### src/rtl/serial_subtractor_ctrl.sv
// Bit-serial WIDTH-bit subtractor: one fullSubtractor cell stepped LSB to MSB,
// with a valid/ready handshake for operands and another for the result.

module fullSubtractor (
  input  logic a,
  input  logic b,
  input  logic bur,
  output logic diff,
  output logic bout
);
  assign diff = a ^ b ^ bur;
  assign bout = (~a & b) | (~(a ^ b) & bur);
endmodule

module serial_subtractor_ctrl #(
  parameter int WIDTH = 8
) (
  input  logic             clk,
  input  logic             rst_n,
  input  logic             in_valid,
  output logic             in_ready,
  input  logic [WIDTH-1:0] in_a,
  input  logic [WIDTH-1:0] in_b,
  input  logic             in_bin,
  output logic             out_valid,
  input  logic             out_ready,
  output logic [WIDTH-1:0] out_diff,
  output logic             out_bout,
  output logic             busy
);
  // state   | meaning
  // S_IDLE  | waiting for operands, in_ready high
  // S_RUN   | one difference bit per cycle, LSB first
  // S_DONE  | result held until the consumer takes it
  localparam int CW = (WIDTH > 1) ? $clog2(WIDTH) : 1;

  typedef enum logic [1:0] {S_IDLE, S_RUN, S_DONE} state_t;

  state_t           state_q, state_d;
  logic [WIDTH-1:0] sa_q, sa_d;
  logic [WIDTH-1:0] sb_q, sb_d;
  logic [WIDTH-1:0] sd_q, sd_d;
  logic             br_q, br_d;
  logic [CW-1:0]    cnt_q, cnt_d;
  logic             cell_diff, cell_bout;
  logic             last_bit;

  fullSubtractor u_cell (
    .a    (sa_q[0]),
    .b    (sb_q[0]),
    .bur  (br_q),
    .diff (cell_diff),
    .bout (cell_bout)
  );

  assign last_bit = (cnt_q == CW'(WIDTH - 1));

  always_ff @(posedge clk or negedge rst_n) begin
    if (!rst_n) begin
      state_q <= S_IDLE;
      sa_q    <= '0;
      sb_q    <= '0;
      sd_q    <= '0;
      br_q    <= 1'b0;
      cnt_q   <= '0;
    end else begin
      state_q <= state_d;
      sa_q    <= sa_d;
      sb_q    <= sb_d;
      sd_q    <= sd_d;
      br_q    <= br_d;
      cnt_q   <= cnt_d;
    end
  end

  always_comb begin
    state_d = state_q;
    sa_d    = sa_q;
    sb_d    = sb_q;
    sd_d    = sd_q;
    br_d    = br_q;
    cnt_d   = cnt_q;
    case (state_q)
      S_IDLE: begin
        if (in_valid) begin
          sa_d    = in_a;
          sb_d    = in_b;
          sd_d    = '0;
          br_d    = in_bin;
          cnt_d   = '0;
          state_d = S_RUN;
        end
      end
      S_RUN: begin
        sd_d = {cell_diff, sd_q[WIDTH-1:1]};
        sa_d = sa_q >> 1;
        sb_d = sb_q >> 1;
        br_d = cell_bout;
        // Counter stops at WIDTH-1 so it never wraps inside an operation.
        if (last_bit) begin
          state_d = S_DONE;
        end else begin
          cnt_d = cnt_q + CW'(1);
        end
      end
      S_DONE: begin
        if (out_ready) begin
          state_d = S_IDLE;
        end
      end
      default: begin
        state_d = S_IDLE;
      end
    endcase
  end

  // Result is gated by DONE so no partially shifted value ever shows up.
  assign in_ready  = (state_q == S_IDLE);
  assign out_valid = (state_q == S_DONE);
  assign busy      = (state_q == S_RUN) || (state_q == S_DONE);
  assign out_diff  = out_valid ? sd_q : '0;
  assign out_bout  = out_valid & br_q;

endmodule
### config.mk
export PLATFORM = sky130hd
export DESIGN_NAME = serial_subtractor_ctrl
export DESIGN_NICKNAME = d
export VERILOG_FILES = /design/src/rtl/serial_subtractor_ctrl.sv
export SDC_FILE = /design/constraint.sdc
export NUM_CORES = 1
export LEC_CHECK = 0
export BUFFER_PORTS_ARGS = -buffer_cell sky130_fd_sc_hd__buf_2
export CORE_MARGIN = 2
export CORE_UTILIZATION = 40
export CTS_CLUSTER_DIAMETER = 200
export DETAILED_ROUTE_END_ITERATION = 8
export PLACE_DENSITY = 0.72
export SLEW_MARGIN = 30
export SYNTH_ARGS = -nofsm -noshare
export SYNTH_HDL_FRONTEND = slang
export SYNTH_SLANG_ARGS = --single-unit
### constraint.sdc
create_clock -name clk -period 2.2 [get_ports clk]
set_clock_uncertainty 0.15 [all_clocks]
set_input_delay 0.22 -clock clk [delete_from_list [all_inputs] [get_ports clk]]
set_output_delay 0.22 -clock clk [all_outputs]
set_load 0.005 [all_outputs]
==> out/results.tsv <==
metric	value	unit
status	complete, no violations	
worst min path class	input port to register	
Synth area leaders	dfrtp_1, mux2i_1, a22o_1	
arrival time at the worst endpoint	1.88	ns
Post-DP HPWL	2.01	mm
Pins Over Slew Limit	0	
worst path required time	2.21	ns
crit end category	register	
clk sinks	30	
RSZ-0062 raised after global routing	no	
Synth top cells by count	dfrtp_1, nand2_1, o21ai_0	
row cnt	22	
max-cap violations	0	
gr ovfl total	0	
Netlist Area Pre-Place	1530	sq um
Setup TNS Final	0	ns
Starting Density	0.417	
Design Area, Final	1820	sq um
gpl congestion	0.713	
Clock Tree Buf Depth	2	
Synth Warn #	0	
Synth-to-Final Area Change	19.1	%
Root Driver	clkbuf_8	
fin util	0.497	
GRT Total Usage	0.153	
Iter 0 DRT Violations	46	
async set-or-reset flop fraction in the synthesized netlist	1.00	
CTS buffer count	5	
Max IR drop VDD	0.000653	V
total power	2.51	mW
CTS tree	done	
Max Freq	535	MHz
power per cell area	1380	nW/um^2
synthesized flop and latch total	30	
Hold Fails Final Rpt	0	
Setup violations, final	0	
final WL	2.83	mm
clock slew at reported path FFs	0.06	ns
H-Tree Depth	2	
Post-DP Area	1720	sq um
sequential area share after synthesis	0.492	
Die Ht	65.8	um
port bufs	32	
core area	3660	sq um
wire length per cell	12.8	um
Boundary Pins	33	
Avg Vias per Cell	4.98	
area of the multi-input gates	692	sq um
DR pass1 iterations	4	
first-pass GRT wire length	5.02	mm
final worst path period share	0.850	
Pleak	0.907	nW
initial antenna violation count	0	
layout cells sized above 1	0.277	
Hold Path Depth	3	
actual slew at the worst max-slew pin	0.648	ns
Yosys cell types	22	
crit-path max FO	7	
Setup crit start kind	register	
fin crit period	1.87	ns
register area	751	sq um
dominant cell type by area after synthesis	dfrtp_1	
Post-synth EDFFs	0	
worst skew pair latency	0.28	ns
syn_nets	166	
die outline area	4330	sq um
Antenna Nets Post-Route	0	
count leader, synth	dfrtp_1	
critical path class	register to register	
# diodes	0	
Nets	200	
via count	1100	
largest net degree at the start of global routing	46	
synthesized instance count	138	
Die Width	65.8	um
fillers	337	
slew margin rel.	0.568	
DR DRC count	0	
worst r2r path cells	5	
Yosys top cell area share	0.492	
Final Non-Filler Cells	221	
Syn Area/Cell	11.1	sq um
number of global-route vias before repair	1164	
Placed Instances	212	
Primary FF master, synth	dfrtp_1	
where the power goes:
part           switching (mW)  internal, mW
Combinational           0.576         0.526
Sequential              0.159         0.800
Clock                   0.197         0.252
Total                   0.932          1.58
layout by cell type (no fill, tap or decap), types with 2 or more instances in the layout:
cell and instances:
nand2b_1 4, mux2_2 2, a22o_1 11, nand2_1 20, inv_1 6, o21ai_0 19
mux2i_1 15, and2_1 9, clkbuf_8 6, dfrtp_1 30, ha_1 6, buf_2 32
logic make-up (layout without fill, tap and decap cells):
family,after synthesis,count (layout),synth area share
mux,18,18,0.128
flops,30,30,0.492
simple gates,36,36,0.117
buf+inv,15,50,0.0549
compound gates,32,32,0.146
fa+ha+maj,7,7,0.0623
worst paths after layout:
| kind | start | to | slack (ns) |
|---|---|---|---|
| setup / recovery | cnt_q[0] | state_q[0] | 0.33 |
| hold / removal | in_a[7] | sa_q[7] | 0.05 |
| setup reg to reg | cnt_q[0] | state_q[0] | 0.33 |
| hold reg to reg | sa_q[1] | sa_q[1] | 0.33 |
| max in group asynchronous | rst_n | sb_q[4] | 1.13 |
| min in group asynchronous | rst_n | state_q[1] | 0.35 |
critical path: stages (launching register included):
cell	delay, ns
dfrtp_1	0.40
ha_1	0.17
ha_1	0.27
inv_2	0.08
a221oi_4	0.32
mux2_2	0.37
per-layer routing:
layer,track usage,wire (um),vias up
met5,0,0,-
met4,0.0651,56,0
met3,0.0494,191,6
met2,0.263,1340,37
met1,0.173,1240,515
li1,-,-,542
area by class of cell:
type,count,area share
clock inverter,1,0.00275
tap,48,0.0330
timing repair buffer,35,0.109
sequential,30,0.413
inverter,7,0.0145
multi-input combinational,93,0.381
clock buffer,7,0.0475
what timing repair did:
action / in CTS / in global routing
hold buffers: 1 / 0
gates resized for setup: 0 / 0
hold endpoints to repair: 30 / 0
setup buffers: 0 / 0
registers in the layout, indices dropped and copies added, names as in the netlist:
register	count
br_q	1
sa_q	8
cnt_q	3
sd_q	8
sb_q	8
state_q	2
metrics by stage:
stage | hold WS, ns | setup slack [ns]
2_1_floorplan | -0.226 | 0.485
3_3_place_gp | 0.128 | 0.444
3_5_place_dp | 0.137 | 0.342
4_1_cts | 0.0423 | 0.327
5_1_grt | 0.0900 | 0.233
6_report | 0.0470 | 0.329
No activity file was read; power rests on OpenSTA's default activity.
